### src/rtl/dmem_ctrl_pkg.sv
// dmem_ctrl_pkg: shared types, funct3 codes and memory geometry for the data-memory controller
package dmem_ctrl_pkg;
  localparam int MEM_WORDS = 1024;
  localparam int IDX_W = $clog2(MEM_WORDS);
  localparam logic [2:0] F3_B  = 3'b000;
  localparam logic [2:0] F3_H  = 3'b001;
  localparam logic [2:0] F3_W  = 3'b010;
  localparam logic [2:0] F3_BU = 3'b100;
  localparam logic [2:0] F3_HU = 3'b101;
  typedef enum logic [2:0] {
    S_IDLE   = 3'd0,
    S_RD     = 3'd1,
    S_RMW_RD = 3'd2,
    S_RMW_WR = 3'd3,
    S_WR     = 3'd4,
    S_DONE   = 3'd5
  } state_t;
  function automatic logic is_legal_f3(input logic [2:0] f3);
    return f3 == F3_B || f3 == F3_H || f3 == F3_W || f3 == F3_BU || f3 == F3_HU;
  endfunction
endpackage

### src/rtl/dmem_lane_align.sv
// dmem_lane_align: byte/half lane extraction with extension for loads, and lane merge for stores
module dmem_lane_align
  import dmem_ctrl_pkg::*;
(
  input  logic [31:0] word,
  input  logic [31:0] old_word,
  input  logic [31:0] wdata,
  input  logic [1:0]  lane,
  input  logic [2:0]  funct3,
  output logic [31:0] ld_data,
  output logic [31:0] merged
);
  logic [7:0]  b;
  logic [15:0] h;
  logic [31:0] bmask, hmask;
  always_comb begin
    b = lane == 2'd0 ? word[7:0] : lane == 2'd1 ? word[15:8] : lane == 2'd2 ? word[23:16] : word[31:24];
    h = lane[1] ? word[31:16] : word[15:0];
    ld_data = funct3 == F3_B  ? {{24{b[7]}}, b} :
              funct3 == F3_BU ? {24'b0, b} :
              funct3 == F3_H  ? {{16{h[15]}}, h} :
              funct3 == F3_HU ? {16'b0, h} : word;
    bmask = 32'h0000_00FF << {lane, 3'b000};
    hmask = 32'h0000_FFFF << {lane[1], 4'b0000};
    merged = funct3[1:0] == 2'b00 ? (old_word & ~bmask) | ({4{wdata[7:0]}} & bmask) :
             funct3[1:0] == 2'b01 ? (old_word & ~hmask) | ({2{wdata[15:0]}} & hmask) : wdata;
  end
endmodule

### src/rtl/dmem_access_ctrl.sv
// dmem_access_ctrl: sequences RV32I loads/stores onto a word-only data memory, using
// read-modify-write for sub-word stores and rejecting illegal, misaligned or out-of-range requests
module dmem_access_ctrl
  import dmem_ctrl_pkg::*;
(
  input  logic        clk,
  input  logic        rst_n,
  input  logic        cpu_req,
  input  logic        cpu_we,
  input  logic [2:0]  cpu_funct3,
  input  logic [31:0] cpu_addr,
  input  logic [31:0] cpu_wdata,
  output logic        cpu_ready,
  output logic        cpu_busy,
  output logic        cpu_done,
  output logic        cpu_err,
  output logic [31:0] cpu_rdata,
  output logic [31:0] mem_addr,
  output logic [31:0] mem_wdata,
  input  logic [31:0] mem_rdata,
  output logic        mem_read,
  output logic        mem_write
);
  state_t state, state_n, acc_state;
  logic acc, acc_err, err_q;
  logic [IDX_W-1:0] idx_q;
  logic [2:0] f3_q;
  logic [1:0] lane_q;
  logic [31:0] wdata_q, old_q, rdata_q, ld_data, merged;
  assign cpu_ready = state == S_IDLE || state == S_DONE;
  assign acc = cpu_req & cpu_ready;
  always_comb begin
    acc_err = !is_legal_f3(cpu_funct3) || (cpu_we && cpu_funct3[2]) ||
              (cpu_funct3[1:0] == 2'b01 && cpu_addr[0]) ||
              (cpu_funct3[1:0] == 2'b10 && cpu_addr[1:0] != 2'b00) ||
              cpu_addr[31:IDX_W+2] != '0;
    acc_state = acc_err ? S_DONE : !cpu_we ? S_RD : cpu_funct3 == F3_W ? S_WR : S_RMW_RD;
    state_n = acc ? acc_state :
              state == S_RMW_RD ? S_RMW_WR :
              (state == S_RD || state == S_WR || state == S_RMW_WR) ? S_DONE : S_IDLE;
  end
  always_ff @(posedge clk or negedge rst_n) begin
    if (!rst_n) begin
      state   <= S_IDLE;
      idx_q   <= '0;
      f3_q    <= '0;
      lane_q  <= '0;
      wdata_q <= '0;
      err_q   <= 1'b0;
      old_q   <= '0;
      rdata_q <= '0;
    end else begin
      state <= state_n;
      if (acc) begin
        idx_q   <= cpu_addr[IDX_W+1:2];
        f3_q    <= cpu_funct3;
        lane_q  <= cpu_addr[1:0];
        wdata_q <= cpu_wdata;
        err_q   <= acc_err;
      end
      if (state == S_RMW_RD) old_q <= mem_rdata;
      if (state == S_RD) rdata_q <= ld_data;
    end
  end
  dmem_lane_align u_align (
    .word    (mem_rdata),
    .old_word(old_q),
    .wdata   (wdata_q),
    .lane    (lane_q),
    .funct3  (f3_q),
    .ld_data (ld_data),
    .merged  (merged)
  );
  assign cpu_busy  = (cpu_req & ~acc) | ~cpu_ready;
  assign cpu_done  = state == S_DONE;
  assign cpu_err   = cpu_done & err_q;
  assign cpu_rdata = rdata_q;
  assign mem_addr  = {{(32-IDX_W){1'b0}}, idx_q};
  assign mem_read  = state == S_RD || state == S_RMW_RD;
  assign mem_write = state == S_WR || state == S_RMW_WR;
  assign mem_wdata = mem_write ? merged : '0;
endmodule
### config.mk
export PLATFORM = sky130hd
export DESIGN_NAME = dmem_access_ctrl
export DESIGN_NICKNAME = d
export VERILOG_FILES = /design/src/rtl/dmem_ctrl_pkg.sv /design/src/rtl/dmem_lane_align.sv /design/src/rtl/dmem_access_ctrl.sv
export SDC_FILE = /design/constraint.sdc
export NUM_CORES = 1
export LEC_CHECK = 0
export ABC_AREA = 1
export BUFFER_PORTS_ARGS = -buffer_cell sky130_fd_sc_hd__buf_2
export CAP_MARGIN = 25
export CORE_MARGIN = 5
export CORE_UTILIZATION = 30
export CTS_CLUSTER_DIAMETER = 100
export DETAILED_ROUTE_END_ITERATION = 7
export PLACE_DENSITY = 0.59
export SYNTH_ARGS = -nofsm -noshare
export SYNTH_HDL_FRONTEND = slang
export SYNTH_SLANG_ARGS = --single-unit
export TNS_END_PERCENT = 10
### constraint.sdc
create_clock -name clk -period 2.9 [get_ports clk]
set_input_delay 0.58 -clock clk [delete_from_list [all_inputs] [get_ports clk]]
set_output_delay 0.58 -clock clk [all_outputs]
set_load 0.01 [all_outputs]
; Word level (Yosys, flattened, before mapping)
; Cells that the tools add are included.
; Widths: inputs -> output; s select.
[totals]
output_inout_bits = 102
input_bits = 103
elab_cells = 82
reg_bits = 115
[classes]
shifts = 2
muxes = 17
n_bitwise = 14
n_reduce_logical = 24
eq_ne = 17
[ops]
columns = op, n
row1 = $mux 32, 7
row2 = $and 32x32->32, 4
row3 = $not 32->32, 2
row4 = $or 32x32->32, 2
row5 = $shl 16x5->32 const A, 1
row6 = $shl 8x5->32 const A, 1
row7 = $mux 8, 3
row8 = $reduce_bool 20->1, 1
row9 = $eq 3x3->1 const B, 6
row10 = $mux 3, 6
row11 = $mux 16, 1
row12 = $logic_or 1x1->1, 13
row13 = $eq 3x1->1 const B, 3
row14 = $eq 3x2->1 const B, 3
row15 = $logic_not 3->1, 3
row16 = $eq 2x1->1 const B, 3
row17 = $eq 2x2->1 const B, 2
row18 = $logic_not 2->1, 2
row19 = $and 1x1->1, 3
row20 = $logic_and 1x1->1, 3
row21 = $not 1->1, 2
row22 = $reduce_bool 2->1, 1
row23 = $logic_not 1->1, 1
row24 = $or 1x1->1, 1

; Longest topological paths before layout
; Gate-level depths: netlist of the first run.
[depth]
depth_word = 12
depth_mapped = 10
depth_no_buf = 8

; Modules after synthesis
; From an unflattened synthesis of the first run, not the netlist that was laid out.
[unflattened]
hier_cells = 969
area_unflattened_um2 = 7031.7
[by_module_without_submodules]
columns = mod, cells_each, seq_area_each_um2, instances, area_per_inst_um2
row1 = dmem_access_ctrl, 489, 2877.8, 1, 4939.7
row2 = dmem_lane_align, 480, 0.0, 1, 2092.0

; Least setup slack after synthesis of the first run
; No wires, ideal clock.
[synth_path]
path_type = reg2out
start = register f3_q[1]
end = output mem_wdata[10]
path_slack_ns = 1.040
required_ns = 2.320
t_arrival_ns = 1.280
path_buffers = 2
stages_incl_launch_ff = 6
path_cell_list = dfrtp_1 buf_4 nor2_8 clkbuf_1 nand2_1 a21oi_1
[synth_via]
elab_chain_cells = 4
word_cells_on_any_way = 5
cone_classes = eq/ne: 1 / mux: 3 / reduce/logical: 1
[synth_lines]
columns = element, line
row1 = from (decl), dmem_access_ctrl.sv:27  ; logic [2:0] f3_q;
row2 = from (signal assigned), dmem_access_ctrl.sv:56  ; f3_q <= cpu_funct3;
row3 = $eq 2x1->1, dmem_lane_align.sv:26  ; funct3[1:0] == 2'b01 ? (old_word & ~hmask) | ({2{wdata[15:0]}} & hmask) : wdata;
row4 = $mux 32, dmem_lane_align.sv:26
row5 = $mux 32 (*), dmem_lane_align.sv:25  ; merged = funct3[1:0] == 2'b00 ? (old_word & ~bmask) | ({4{wdata[7:0]}} & bmask) :
row6 = $mux 32 (*), dmem_access_ctrl.sv:81  ; assign mem_wdata = mem_write ? merged : '0;
row7 = to (decl), dmem_access_ctrl.sv:19  ; output logic [31:0] mem_wdata,
; Mark *: on every way between the ends. The rest lies on a longest branch, timed or not.

; Worst setup path after layout of the first run
[layout_path]
start = register lane_q[1]
end = output mem_wdata[30]
[layout_via]
elab_chain_cells = 7
word_cells_on_any_way = 13
cone_classes = shift: 2 / mux: 3 / bitwise: 8
[layout_lines]
columns = element, line
row1 = from (decl), dmem_access_ctrl.sv:28  ; logic [1:0] lane_q;
row2 = from (signal assigned), dmem_access_ctrl.sv:57  ; lane_q <= cpu_addr[1:0];
row3 = $shl 16x5->32, dmem_lane_align.sv:24  ; hmask = 32'h0000_FFFF << {lane[1], 4'b0000};
row4 = $not 32->32, dmem_lane_align.sv:26
row5 = $and 32x32->32, dmem_lane_align.sv:26
row6 = $or 32x32->32, dmem_lane_align.sv:26
row7 = $mux 32, dmem_lane_align.sv:26
row8 = $mux 32 (*), dmem_lane_align.sv:25
row9 = $mux 32 (*), dmem_access_ctrl.sv:81
; Marks and branches as above.

==> results of run 1 <==
-- state kept, by name, indices dropped and copies added (netlist names) --
register and flops:
state 3, cpu_rdata 32, lane_q 2, idx_q 10, old_q 32, err_q 1
wdata_q 32, f3_q 3
-- timing repair --
| action | 4_1_cts | 5_1_grt |
|---|---|---|
| endpoints found under the hold margin | 0 | 0 |
| buffers inserted | 0 | 0 |
| setup endpoints to repair | 0 | 14 |
| gates resized for setup | 0 | 2 |
-- worst max-delay path, cell delays in order (launching register included) --
cell and delay [ns]:
dfrtp_2 0.49, buf_4 0.21, nand2_1 0.28, o21ai_0 0.25, o21ai_0 0.10, a21oi_1 0.23
buf_2 0.19
-- power groups by stage --
stage | clock (mW) | sequential (mW) | combinational [mW]
global placement | 0 | 2.60 | 4.44
CTS | 2.04 | 2.60 | 4.50
detailed placement | 0 | 2.60 | 4.48
finish | 2.01 | 2.61 | 4.45
floorplan | 0 | 2.59 | 3.07
global route | 2.11 | 2.67 | 5.05
-- worst max path at each step --
stage               slack [ns]            end       from  cells past startpoint
floorplan                 1.04  mem_wdata[10]    f3_q[1]                      5
global placement          0.49  mem_wdata[30]  lane_q[1]                      6
detailed placement        0.50  mem_wdata[30]  lane_q[1]                      6
CTS                       0.04  mem_wdata[30]  lane_q[1]                      6
global route             0.002  mem_wdata[22]    f3_q[0]                      6
finish                    0.15  mem_wdata[30]  lane_q[1]                      6
-- logic make-up after synthesis --
logic type | Yosys count | synth area share [%]
other | 1 | 0.0565
buffers and inverters | 138 | 10.5
DFF | 115 | 43.3
AOI/OAI and AO/OA | 166 | 13.6
muxes | 12 | 2.04
and+or+nand+nor | 502 | 30.4
-- cells in the final DEF (no fill, tap or decap), drive strengths merged, types with 3 or more instances in the layout --
cell type / count
a21oi: 57
a31oi: 3
buf: 196
clkbuf: 19
clkinv: 7
conb: 22
dfrtp: 115
inv: 64
mux2: 12
nand2: 370
nand3: 53
nor2: 78
o211ai: 19
o21ai: 84
-- per-layer routing --
metal	wire (µm)	global-route usage, %	part of all wire, %	up-vias
li1	-	-	-	3258
met2	10500	28.0	46	242
met3	1940	5.78	8.5	18
met1	10000	23.7	44	3003
met5	0	0	0	-
met4	242	4.69	1.1	0
-- stage by stage --
step | area, µm² | instances
3_3_place_gp | 7670 | 1357
4_1_cts | 8220 | 1387
6_report | 8230 | 1389
3_5_place_dp | 7670 | 1357
5_1_grt | 8230 | 1389
2_1_floorplan | 6720 | 955
-- final cells by class --
class	count	area, µm²
fill	2327	13600
clock inverter	11	114
antenna	2	5.00
sequential	115	2880
clock buffer	19	443
timing repair buffer	196	1060
multi-input combinational	702	3140
inverter	64	243
tap	280	350
==> impl_metrics.csv, run 1 <==
group,metric,value,unit
run_status,status,"complete, no violations",
global_routing,grt_max_degree,56,
floorplanning,floorplan.initialDensity,30.4,%
min_path,min_path_type,"in -> async",
global_routing,gr-total-overflow,0,
synth,netlist_instances,934,
floorplanning,die_w,159,µm
layout,fin_util,37.7,%
sta,slew_viol_final,0,
layout,area_growth,24.0,%
global_routing,grt_pass1_wl,35700,µm
pwr,switching_share,45.3,%
synth,yosys_warnings,0,
synth,netlist_area,0.00664,mm²
cts,path_clk_slew,0.05,ns
pwr,p_int,4.96,mW
synth,synth_top_area_share,43.3,%
synth,syn_area_per_cell,7.11,µm²
setup_path,worstPathArrival,2.17,ns
routing,dr_total_vias,6521,
sta,fin_skew,0.0134,ns
sta,setup-violations-final,0,
routing,wl,22700,µm
cts,h-tree-depth,4,
sta,worst_slew_pin_slew,0.682,ns
place,place.gp.congestion,0.879,
cts,cts_tree,"yes",
pwr,leakagePower,4.53,nW
global_routing,antenna_found_initial,2,
pwr,combPwrFrac,49.1,%
routing,ant_nets,0,
pwr,p_switching,4.11,mW
sta,hold_viol,0,
pwr,seqPwrFrac,28.7,%
synth,ys_ff_latch,115,
floorplanning,die_height,159,µm
cts,root_buffer,"clkbuf_16",
synth,ys.flop_type,"dfrtp_1",
floorplanning,die-area,0.0252,mm²
synth,synth_top_area_cell,"dfrtp_1",
global_routing,grt_usage,17.8,%
setup_path,path_max_fanout,16,
setup_path,ff2ff_setup_slack,0.85,ns
run,cap_violations,0,
floorplanning,core_area,0.0218,mm²
layout,drive_gt1_share,23.4,%
floorplanning,ios,205,
setup_path,criticalPathCategory,"reg -> out",
sta,setup_ws,0.150,ns
place,portBuffers,182,
layout,nNetsFinal,1199,
sta,period_needed,2.75,ns
synth,async_reset_ff_share,100,%
routing,drc,0,
setup_path,ff2ff_path_depth,7,
global_routing,grt_pass1_vias,6335,
routing,first_pass_iters,5,
pwr,power,9.07,mW
synth,synth_cell_types,28,
setup_path,startpoint_type,"register",
sta,rsz0062_at_grt,"false",
sta,whs,0.202,ns
sta,fin_crit_sh,94.8,%
routing,wl_per_cell,16.4,µm
cts,clkLatencyLatePin,0.42,ns
routing,drtIter0Drc,534,
place,dpl.hpwl,17300,µm
synth,yosysSeqAreaShare,43.3,%
pwr,ir_drop,0.000413,V
sta,slew_headroom,54.6,%
synth,synthTopCellsByArea,"dfrtp_1, nand2_1, o21ai_0",
setup_path,cp-end-kind,"output port",
setup_path,crit_required,2.32,ns
cts,clockBufferDepth,2,
synth,synth_edf_count,0,
routing,vias_per_cell,4.69,
synth,synth_commonest_cells,"nand2_1, dfrtp_1, nor2_1, o21ai_0",
floorplanning,num_rows,54,
sta,fin_tns_setup,0,ns
place,dp_slack,0.496,ns
pwr,powerDensity,1100,mW/mm²
cts,cts_hold_buf,0,
sta,max_freq,0.364,GHz
setup_path,timing.rr.start,"f3_q[0]",
cts,cts_inserted_buffers,17,
pwr,clock_power_share,22.2,%
synth,yosysMostFrequentCell,"nand2_1",
setup_path,worstReg2RegEnd,"cpu_rdata[29]",
cts,clkSinkCount,115,
Note: power is estimated with default switching activity, not from simulation.
==> inputs of run 2 (changes only) <==
--- a/config.mk
+++ b/config.mk
@@ -8,7 +8,8 @@
 export ABC_AREA = 1
 export BUFFER_PORTS_ARGS = -buffer_cell sky130_fd_sc_hd__buf_2
 export CAP_MARGIN = 25
-export CORE_MARGIN = 5
+export CORE_ASPECT_RATIO = 0.5
+export CORE_MARGIN = 2
 export CORE_UTILIZATION = 30
 export CTS_CLUSTER_DIAMETER = 100
 export DETAILED_ROUTE_END_ITERATION = 7
==> impl_metrics.csv, run 2 (same netlist as run 1, synthesis figures left out) <==
group,metric,value,unit
setup_path,cp-end-kind,"output port",
sta,slew_headroom,54.5,%
floorplanning,floorplan.initialDensity,30.6,%
setup_path,slowest_delay,0.39,ns
floorplanning,ios,205,
setup_path,crit_chain,"buf_4, nor2_8, nand2_1, nand2_1, nand2_1, a31oi_1, buf_2",
place,place.gp.congestion,0.853,
floorplanning,die-area,0.0234,mm²
floorplanning,die_height,109,µm
cts,clockBufferDepth,2,
sta,worst_slew_pin_slew,0.682,ns
sta,period_needed,2.75,ns
setup_path,crit_required,2.32,ns
global_routing,grt_max_degree,116,
cts,cts_resized,0,
floorplanning,num_rows,38,
run_status,status,"complete, no violations",
sta,fin_crit_sh,94.8,%
pwr,leakagePower,4.54,nW
layout,area_growth,25.1,%
cts,cts_inserted_buffers,17,
setup_path,critPathMostFrequentCell,"nand2_1",
routing,vias_per_cell,4.72,
min_path,min_path_type,"in -> async",
cts,cts_tree,"yes",
setup_path,startpoint_type,"register",
routing,first_pass_iters,6,
routing,dr_total_vias,6655,
global_routing,antenna_found_initial,1,
sta,fin_skew,0.00744,ns
layout,nNetsFinal,1199,
global_routing,grt_pass1_vias,6121,
global_routing,grt_usage,19.0,%
setup_path,worstPathArrival,2.17,ns
floorplanning,die_w,214,µm
global_routing,grt_pass1_wl,33900,µm
run,cap_violations,0,
routing,drc,0,
cts,root_buffer,"clkbuf_16",
global_routing,gr-total-overflow,0,
layout,final_cell_area,0.00831,mm²
sta,max_freq,0.364,GHz
sta,fin_tns_setup,0,ns
sta,hold_viol,0,
sta,rsz0062_at_grt,"false",
cts,cts_hold_buf,0,
setup_path,crit_buf_inv,2,
place,placed_cell_area,0.00768,mm²
place,dpl.hpwl,16900,µm
setup_path,path_max_fanout,31,
setup_path,slowest_stage,"dfrtp_1",
cts,clkLatencyLatePin,0.42,ns
pwr,power,9.31,mW
floorplanning,core_area,0.0217,mm²
pwr,ir_drop,0.000525,V
routing,ant_nets,0,
routing,drtIter0Drc,567,
cts,h-tree-depth,4,
sta,setup-violations-final,0,
cts,cts_setup_buffers,0,
setup_path,criticalPathCategory,"reg -> out",
layout,drive_gt1_share,23.6,%
layout,layout_commonest_cell,"nand2_1",
setup_path,cp_top_family,"simple AND/OR/NAND/NOR gates",
cts,path_clk_slew,0.06,ns
pwr,powerDensity,1120,mW/mm²
routing,wl,22400,µm
cts,clkSinkCount,115,
routing,wl_per_cell,15.9,µm
layout,final_cell_mix,"nand2_1, buf_2, dfrtp_1",
sta,slew_viol_final,0,
place,portBuffers,182,
run 2: where the power goes:
group	internal [mW]	leakage [nW]	switching, mW
registers	2.18	1.35	0.397
clock network	1.42	0.290	0.789
logic	1.51	2.91	3.01
run 2: final timing paths:
| check | start | endpoint | slack (ns) | cells past startpoint |
|---|---|---|---|---|
| hold reg to reg | idx_q[3] | idx_q[3] | 0.47 | 2 |
| setup / recovery | f3_q[1] | mem_wdata[16] | 0.15 | 7 |
| setup reg to reg | f3_q[0] | cpu_rdata[20] | 0.82 | 7 |
| max in group asynchronous | rst_n | old_q[3] | 2.13 | 2 |
| min in group clk | cpu_wdata[27] | wdata_q[27] | 0.36 | 3 |
| hold / removal | rst_n | wdata_q[1] | 0.22 | 2 |
run 2: worst register-to-register path, delay by kind of cell, from the launching register on:
family / cells / cell delay, ns
DFF: 1 / 0.61
and+or+nand+nor: 7 / 1.36
run 2: layout make-up:
class                      count  area [µm²]
clock buffer                  20         467
multi-input combinational    702        3150
sequential                   115        2880
clock inverter                12         155
tap                          300         375
antenna                        1        2.50
inverter                      64         240
timing repair buffer         196        1040
fill                        2372       13400
run 2: through the flow:
stage | setup slack (ns) | instances | utilization [%] | hold slack (ns)
2_1_floorplan | 1.04 | 955 | - | 0.284
3_3_place_gp | 0.573 | 1377 | 35.4 | 0.458
3_5_place_dp | 0.577 | 1377 | 35.4 | 0.460
4_1_cts | 0.115 | 1409 | 38.3 | 0.279
5_1_grt | 0.0224 | 1410 | 38.3 | 0.296
6_report | 0.151 | 1410 | 38.3 | 0.218
run 2: routing by layer:
metal | routed length [µm] | track usage (%)
met4 | 268 | 5.70
met1 | 11000 | 27.2
met2 | 10000 | 29.6
met5 | 0 | 0
met3 | 1070 | 3.26
